File: config.mk
export PLATFORM = sky130hd
export DESIGN_NAME = rvx_reset_conditioner
export DESIGN_NICKNAME = d
export VERILOG_FILES = /design/src/rtl/rvx_reset_conditioner.sv
export SDC_FILE = /design/constraint.sdc
export NUM_CORES = 1
export LEC_CHECK = 0
export CORE_MARGIN = 5
export CORE_UTILIZATION = 35
export DETAILED_ROUTE_END_ITERATION = 16
export PLACE_DENSITY = 0.61
export SYNTH_ARGS = -nofsm -noshare
export SYNTH_HDL_FRONTEND = slang
export SYNTH_SLANG_ARGS = --single-unit
File: constraint.sdc
create_clock -name clock -period 3.4 [get_ports clock]
set_clock_uncertainty 0.05 [all_clocks]
set_input_delay 0.85 -clock clock [delete_from_list [all_inputs] [get_ports clock]]
set_output_delay 0.85 -clock clock [all_outputs]
set_load 0.01 [all_outputs]
File: src/rtl/rvx_reset_conditioner.sv
// rvx_reset_conditioner
//   Board-level reset conditioner. It synchronizes and debounces a raw push-button,
//   stretches the resulting reset, and drives a clean, clock-synchronous active-low
//   system reset to the SoC.
//
// Ports
//   clock           in   system clock, all flops on posedge
//   reset_n         in   async active-low reset (POR / PLL lock), clears all state
//   button          in   raw asynchronous push-button level
//   system_reset_n  out  conditioned active-low reset, registered
//   button_stable   out  debounced, polarity-normalized button level (1 = pressed)
//   reset_event     out  one-cycle pulse when a press is accepted from IDLE
//   glitch_count    out  [7:0] saturating count of rejected glitches
//                        (present only when RVX_RESET_COND_GLITCH_COUNT_EN is defined)
//
// Optional feature macro: RVX_RESET_COND_GLITCH_COUNT_EN
module rvx_reset_conditioner #(
  parameter int SYNC_STAGES        = 2,
  parameter int DEBOUNCE_CYCLES    = 100000,
  parameter int STRETCH_CYCLES     = 16,
  parameter int BUTTON_ACTIVE_HIGH = 1
) (
  input  logic       clock,
  input  logic       reset_n,
  input  logic       button,
  output logic       system_reset_n,
  output logic       button_stable,
  output logic       reset_event
`ifdef RVX_RESET_COND_GLITCH_COUNT_EN
  ,
  output logic [7:0] glitch_count
`endif
);

  generate
    if (SYNC_STAGES < 2 || DEBOUNCE_CYCLES < 1 || STRETCH_CYCLES < 1) begin : g_bad_params
      $error("rvx_reset_conditioner: illegal parameter value");
    end
  endgenerate

  localparam int DW = (DEBOUNCE_CYCLES < 1) ? 1 : $clog2(DEBOUNCE_CYCLES + 1);
  localparam int SW = (STRETCH_CYCLES < 1) ? 1 : $clog2(STRETCH_CYCLES + 1);
  localparam logic [DW-1:0] DB_LAST = DW'(DEBOUNCE_CYCLES - 1);
  localparam logic [SW-1:0] ST_LAST = SW'(STRETCH_CYCLES - 1);
  // Raw level of a released button; also the synchronizer reset value.
  localparam logic REL_LVL = (BUTTON_ACTIVE_HIGH != 0) ? 1'b0 : 1'b1;

  typedef enum logic [1:0] {ST_STARTUP, ST_IDLE, ST_ASSERT, ST_HOLD} state_e;

  logic [SYNC_STAGES-1:0] sync_q;
  logic                   pressed;
  logic [DW-1:0]          db_cnt_q, db_cnt_d;
  logic                   stable_q, stable_d;
  state_e                 state_q, state_d;
  logic [SW-1:0]          st_cnt_q, st_cnt_d;
  logic                   sys_rst_n_q, sys_rst_n_d;
  logic                   event_q, event_d;

  // Synchronizer
  always_ff @(posedge clock or negedge reset_n) begin
    if (!reset_n) sync_q <= {SYNC_STAGES{REL_LVL}};
    else          sync_q <= {sync_q[SYNC_STAGES-2:0], button};
  end

  assign pressed = sync_q[SYNC_STAGES-1] ^ REL_LVL;

  // Debounce: a level change must persist DEBOUNCE_CYCLES cycles to be accepted.
  always_comb begin
    db_cnt_d = db_cnt_q;
    stable_d = stable_q;
    if (pressed != stable_q) begin
      if (db_cnt_q == DB_LAST) begin
        stable_d = ~stable_q;
        db_cnt_d = '0;
      end else begin
        db_cnt_d = db_cnt_q + DW'(1);
      end
    end else begin
      db_cnt_d = '0;
    end
  end

  always_ff @(posedge clock or negedge reset_n) begin
    if (!reset_n) begin
      db_cnt_q <= '0;
      stable_q <= 1'b0;
    end else begin
      db_cnt_q <= db_cnt_d;
      stable_q <= stable_d;
    end
  end

  // FSM: state register
  always_ff @(posedge clock or negedge reset_n) begin
    if (!reset_n) begin
      state_q  <= ST_STARTUP;
      st_cnt_q <= '0;
    end else begin
      state_q  <= state_d;
      st_cnt_q <= st_cnt_d;
    end
  end

  // FSM: next state
  always_comb begin
    state_d  = state_q;
    st_cnt_d = st_cnt_q;
    case (state_q)
      ST_STARTUP: begin
        // Once stretched, also wait until no level change is in flight in the
        // debouncer, so a button held across reset_n release lands in ASSERT
        // rather than briefly releasing through IDLE.
        if (st_cnt_q == ST_LAST) begin
          if (pressed == stable_q) begin
            st_cnt_d = '0;
            state_d  = stable_q ? ST_ASSERT : ST_IDLE;
          end
        end else begin
          st_cnt_d = st_cnt_q + SW'(1);
        end
      end
      ST_IDLE: begin
        st_cnt_d = '0;
        if (stable_q) state_d = ST_ASSERT;
      end
      ST_ASSERT: begin
        st_cnt_d = '0;
        if (!stable_q) state_d = ST_HOLD;
      end
      default: begin // ST_HOLD
        if (stable_q) begin
          state_d  = ST_ASSERT;
          st_cnt_d = '0;
        end else if (st_cnt_q == ST_LAST) begin
          state_d  = ST_IDLE;
          st_cnt_d = '0;
        end else begin
          st_cnt_d = st_cnt_q + SW'(1);
        end
      end
    endcase
  end

  // FSM: outputs, computed from the next state and registered so the reset
  // edge is glitch-free and synchronous to clock.
  always_comb begin
    sys_rst_n_d = (state_d == ST_IDLE);
    event_d     = (state_q == ST_IDLE) && (state_d == ST_ASSERT);
  end

  always_ff @(posedge clock or negedge reset_n) begin
    if (!reset_n) begin
      sys_rst_n_q <= 1'b0;
      event_q     <= 1'b0;
    end else begin
      sys_rst_n_q <= sys_rst_n_d;
      event_q     <= event_d;
    end
  end

  assign system_reset_n = sys_rst_n_q;
  assign button_stable  = stable_q;
  assign reset_event    = event_q;

`ifdef RVX_RESET_COND_GLITCH_COUNT_EN
  // A glitch is a partial debounce run that ends without a toggle.
  logic       glitch;
  logic [7:0] gc_q;

  assign glitch = (pressed == stable_q) && (db_cnt_q != '0);

  always_ff @(posedge clock or negedge reset_n) begin
    if (!reset_n)                    gc_q <= '0;
    else if (glitch && gc_q != 8'hFF) gc_q <= gc_q + 8'd1;
  end

  assign glitch_count = gc_q;
`endif

endmodule
==> flow_metrics.tcl, run 1 <==
set metrics [dict create \
    clock-sinks 29 \
    worstMarginPinSlew_ps 560 \
    drtIter0Drc 62 \
    rsz0062_at_grt "no" \
    cts_tree "built" \
    grt-ovfl-total 0 \
    crit_buf_inv 1 \
    clock.fmax_mhz 442 \
    ir_drop_mv 0.141 \
    clk_path_buf_depth 2 \
    initial_core_util_pct 36.7 \
    gp_congestion 0.807 \
    grt_pass1_wl_mm 4.42 \
    startpoint_type "flop" \
    yosys_warnings 0 \
    synth.distinct_cells 29 \
    status "finished, final reports clean" \
    dpl_cell_area_um2 1480 \
    cts_hold_buf 0 \
    synth_cells 133 \
    hp-class "flop to flop" \
    synth_area_um2 1380 \
    grt_max_degree 30 \
    cts_buffers 5 \
    cts.clk_slew.worst_paths_ps 60 \
    muxShareOfSynthArea_pct 0.819 \
    p_int_w 0.000508 \
    cts_resized 0 \
    syn_to_final_growth_pct 13.4 \
    synthSimpleGateAreaFrac_pct 24.8 \
    design_area_um2 1560 \
    finalNetCount 149 \
    syn_avg_cell_area_um2 10.3 \
    finalCoreUtilization_pct 41.6 \
    dieArea_um2 5280 \
    vias 971 \
    pre_cts_ws_ps 1430 \
    finalHoldViolations 0 \
    p_comb_share_pct 4.7 \
    wl_per_cell_um 12.4 \
    p_leak_nw 0.651 \
    p_sw_w 0.000152 \
    cpPeakStageDelay_ps 590 \
    final.period_utilization_pct 66.6 \
    drv_slew 0 \
    p_total_w 0.000660 \
    vias_per_cell 5.03 \
    coreArea_um2 3740 \
    clock_latency_ps 280 \
    postCtsSetupRepairBufs 0 \
    clockRootBuffer "clkbuf_8" \
    grt_use_total_pct 10.9 \
    wl_mm 2.40 \
    synth_enable_flop_cells 0 \
    ys_ff_latch 29 \
    synthXorXnorAreaFrac_pct 10.8 \
    rows 22 \
    slew_headroom_pct 62.3 \
    fin_crit_ps 2260 \
    swShare_pct 23.1 \
    final_antenna_net_count 0 \
    synthFlopType "dfrtp_1" \
    cp_max_fo 9 \
    synth_fa_ha_area_share_pct 1.82 \
    async_reset_ff_share_pct 100 \
    diodes 0 \
    power_frac_clock_pct 40.3 \
    antenna_found_initial 0 \
    synth_top_family_by_area "simple AND/OR/NAND/NOR gates" \
    crit_arrival_ps 1360 \
    io_buffers 5 \
    worstSetupEndpointType "output pin" \
    path_cells "clkdlybuf4s50_1" \
    synth.yosys.seq_area_share_pct 52.8 \
    setup_ws_ps 1140 \
    htreeDepth 2 \
    powerDensity_nw_per_um2 423 \
    synth_compound_area_share_pct 6.64 \
    fp.dieW_um 72.7 \
    pin_count 6 \
    crit_family "buffers and inverters" \
    cp_data_required_time_ps 2500 \
    dp_hpwl_mm 1.67 \
    drc 0 \
    pwr-share-seq_pct 55.0 \
    drv_cap 0 \
    setup_viol 0 \
    grt_pass1_vias 950 \
    fp.dieH_um 72.7 \
    drt_first_pass_iters 4 \
    drive_above_1_share_pct 8.28 \
    syn-num-nets 138 \
    rrSetupSlack_ps 1630 \
    slowest_stage "clkdlybuf4s50_1" \
    path_class "flop to output pin" \
    finalSetupTns_ps 0 \
]
metal layers:
layer / vias to the layer above / global-route usage [%] / share of wire (%)
li1: 485 / - / -
met1: 466 / 13.6 / 47
met2: 15 / 15.8 / 45
met3: 5 / 4.27 / 4.7
met4: 0 / 6.15 / 2.8
met5: - / 0 / 0
power by group through the flow:
stage           logic, W  clock network [W]  registers (W)
3_3_place_gp   0.0000308                  0       0.000369
2_1_floorplan  0.0000177                  0       0.000368
3_5_place_dp   0.0000318                  0       0.000369
6_report       0.0000307           0.000266       0.000363
4_1_cts        0.0000317           0.000277       0.000363
5_1_grt        0.0000354           0.000294       0.000365
cell usage in the layout (no fill, tap or decap), types with 2 or more instances in the layout:
master / count
a21o_1: 3
clkbuf_8: 5
clkdlybuf4s50_1: 5
clkinv_2: 2
dfrtp_1: 29
ha_1: 2
inv_1: 4
nand2_1: 9
nand3_1: 9
nand4_1: 4
nor2_1: 23
nor3_1: 7
nor4_1: 6
o21ai_0: 4
xnor2_1: 14
xor2_1: 3
final timing paths:
path,start,end,cells past startpoint
hold / removal,sync_q[0],sync_q[1],0
setup / recovery,button_stable,button_stable,1
setup reg to reg,st_cnt_q[0],st_cnt_q[1],4
min in group asynchronous,reset_n,db_cnt_q[9],2
hold reg to reg,sync_q[0],sync_q[1],0
max in group asynchronous,reset_n,st_cnt_q[0],2
cells by family (layout without fill, tap and decap cells):
logic type,after synthesis,count (layout)
and+or+nand+nor,65,65
DFF,29,29
xor gates and xnor gates,17,17
AOI/OAI and AO/OA,13,13
buffers and inverters,6,18
adders and majority gates,2,2
muxes,1,1
per-stage QoR:
stage | hold slack, ps | cells
2_1_floorplan | 281 | 133
3_3_place_gp | 284 | 185
3_5_place_dp | 289 | 185
4_1_cts | 302 | 193
5_1_grt | 305 | 193
6_report | 299 | 193
area by class of cell:
cell class,count,area [um2]
flip-flops and latches,29,726
well taps,48,60.1
repair buffers,6,57.6
inverters,4,15.0
fillers,374,2180
multi-input cells,98,618
clock inverters,2,10.0
clock buffers,6,72.6
sequential cells by signal (all words and copies together), names as in the netlist:
name and flops:
db_cnt_q 17, state_q 2, system_reset_n 1, st_cnt_q 5, sync_q 2, button_stable 1
reset_event 1
synthesized netlist by cell type, drive strengths merged (2+ instances only):
library cell | count | area, um2
xnor2 | 14 | 123
dfrtp | 29 | 726
a21o | 3 | 22.5
nand3 | 9 | 45.0
inv | 4 | 15.0
nor4 | 7 | 50.1
nand2 | 9 | 33.8
buf | 2 | 16.3
ha | 2 | 25.0
o21ai | 4 | 20.0
nor2 | 23 | 86.3
nor3 | 7 | 35.0
nand4 | 5 | 46.3
xor2 | 3 | 26.3
Note: power is estimated with default switching activity, not from simulation.
==> inputs of run 2 (changes only) <==
- clock period: 3.4 -> 2.3 ns (I/O delays scaled with it)
==> run 2 against run 1 <==
Compared with the run above: sequential power increased by 48%; critical path depth unchanged; count of clock-buffer cells in the layout decreased by 1; final cell count unchanged; worst setup slack got worse by 820 ps; first-iteration DRC count increased by 92%; core utilization increased by 0.10 points; register-to-register slack got worse by 1100 ps; die area unchanged; sequential share of layout area decreased by 0.11 points; sequential cell count unchanged; design area increased by 0.24%.
==> flow_metrics.tcl, run 2 (same netlist as run 1, synthesis figures left out) <==
set metrics [dict create \
    worstHoldStart "sync_q[0]" \
    worstSetupEndpointType "output pin" \
    path_cells "clkdlybuf4s50_1" \
    slowest_stage "clkdlybuf4s50_1" \
    power_frac_clock_pct 41.2 \
    rrSetupSlack_ps 500 \
    crit_buf_inv 1 \
    grt_pass1_wl_mm 4.28 \
    clock_latency_ps 280 \
    grt.met1_usage_pct 12.8 \
    antenna_found_initial 0 \
    fp.dieW_um 72.7 \
    dp.cells 185 \
    largest_register "db_cnt_q" \
    coreArea_um2 3740 \
    io_buffers 5 \
    reg2reg_from "st_cnt_q[0]" \
    rsz0062_at_grt "no" \
    p_int_w 0.000749 \
    cp_data_required_time_ps 1670 \
    ir_drop_mv 0.272 \
    status "finished, final reports clean" \
    largest_reg_flops 17 \
    initial_core_util_pct 36.7 \
    pwr-share-seq_pct 54.2 \
    final.period_utilization_pct 86.3 \
    crit_family "buffers and inverters" \
    drtIter0Drc 119 \
    path_class "flop to output pin" \
    final_antenna_net_count 0 \
    p_comb_share_pct 4.6 \
    slew_headroom_pct 62.0 \
    layout_common_cells "29 x dfrtp_1, 23 x nor2_1, 14 x xnor2_1" \
    p_total_w 0.000990 \
    cts_buffers 5 \
    stdcell_count 193 \
    clock-sinks 29 \
    grt-ovfl-total 0 \
    startpoint_type "flop" \
    drc 0 \
    hp-class "flop to flop" \
    clk_path_buf_depth 2 \
    clock.fmax_mhz 504 \
    worstMarginPinSlew_ps 565 \
    finalHoldViolations 0 \
    finalSetupTns_ps 0 \
    rows 22 \
    syn_to_final_growth_pct 13.6 \
    swShare_pct 24.3 \
    cts_tree "built" \
    htreeDepth 2 \
    p_leak_nw 0.650 \
    grt_use_total_pct 10.9 \
    wl_mm 2.40 \
    fin_crit_ps 1980 \
    cts_hold_buf 0 \
    fp.dieH_um 72.7 \
    powerDensity_nw_per_um2 633 \
    cp_max_fo 9 \
    gp_congestion 0.820 \
    grtUsageMet3_pct 4.68 \
    postCtsSetupRepairBufs 0 \
    top_regs "db_cnt_q: 17 flops, st_cnt_q: 5 flops" \
    hold_end "sync_q[1]" \
    cts_resized 0 \
    cts.clk_slew.worst_paths_ps 70 \
    timing.rr.end "st_cnt_q[1]" \
    diodes 0 \
    grt_util_met2_pct 15.9 \
    wl_per_cell_um 12.5 \
    dp_hpwl_mm 1.61 \
    clockRootBuffer "clkbuf_8" \
    cpPeakStageDelay_ps 590 \
    r2r_cells 4 \
    finalNetCount 149 \
    holdPathStages 0 \
    pin_count 6 \
    drive_above_1_share_pct 8.97 \
    grt_busiest_layer "met2" \
    grt_pass1_vias 959 \
    crit_arrival_ps 1360 \
    drt_first_pass_iters 4 \
    p_sw_w 0.000240 \
    final_common_cell "dfrtp_1" \
    grt_max_degree 30 \
    drv_slew 0 \
    dieArea_um2 5280 \
    drv_cap 0 \
    vias_per_cell 4.98 \
    setup_viol 0 \
    vias 962 \
]
## run 2: layer usage
metal,share of wire (%),wire (um),vias to the layer above
met5,0,0,-
met2,42,1020,16
met3,5.0,119,5
met1,49,1190,453
li1,-,-,488
met4,3.2,76,0
## run 2: per-stage QoR
stage	utilization, %	hold slack (ps)	worst slack [ps]	cell area [um2]
CTS	41.7	304	297	1560
global placement	39.4	283	538	1480
global route	41.7	329	227	1560
detailed placement	39.4	290	486	1480
finish	41.7	303	316	1560
floorplan	-	229	762	1380
## run 2: cell type report
class | instances | area, um2
Fill cell | 385 | 2180
Clock buffer | 5 | 68.8
Tap cell | 48 | 60.1
Timing Repair Buffer | 6 | 57.6
Clock inverter | 3 | 17.5
Sequential cell | 29 | 726
Multi-Input combinational cell | 98 | 618
Inverter | 4 | 15.0
## run 2: worst reg2reg max path, cell delays in order (launching register included)
cell and delay, ps:
dfrtp_1 440, ha_1 260, nand4b_1 210, nor4_1 540, o21ai_0 170
## run 2: how the worst max path moves through the flow
stage,start,to,slack [ps],cells after the start
after global routing,button_stable,button_stable,230,1
after CTS,button_stable,button_stable,300,1
final,button_stable,button_stable,320,1
after floorplan,st_cnt_q[0],st_cnt_q[1],760,4
after detailed placement,st_cnt_q[0],st_cnt_q[1],490,4
after global placement,st_cnt_q[0],st_cnt_q[1],540,4
## run 2: power by group through the flow
stage               Sequential [W]  Clock [W]  Combinational [W]
floorplan                 0.000543          0          0.0000262
global placement          0.000545          0          0.0000458
detailed placement        0.000546          0          0.0000468
CTS                       0.000537   0.000424          0.0000470
global route              0.000539   0.000446          0.0000532
finish                    0.000537   0.000408          0.0000452
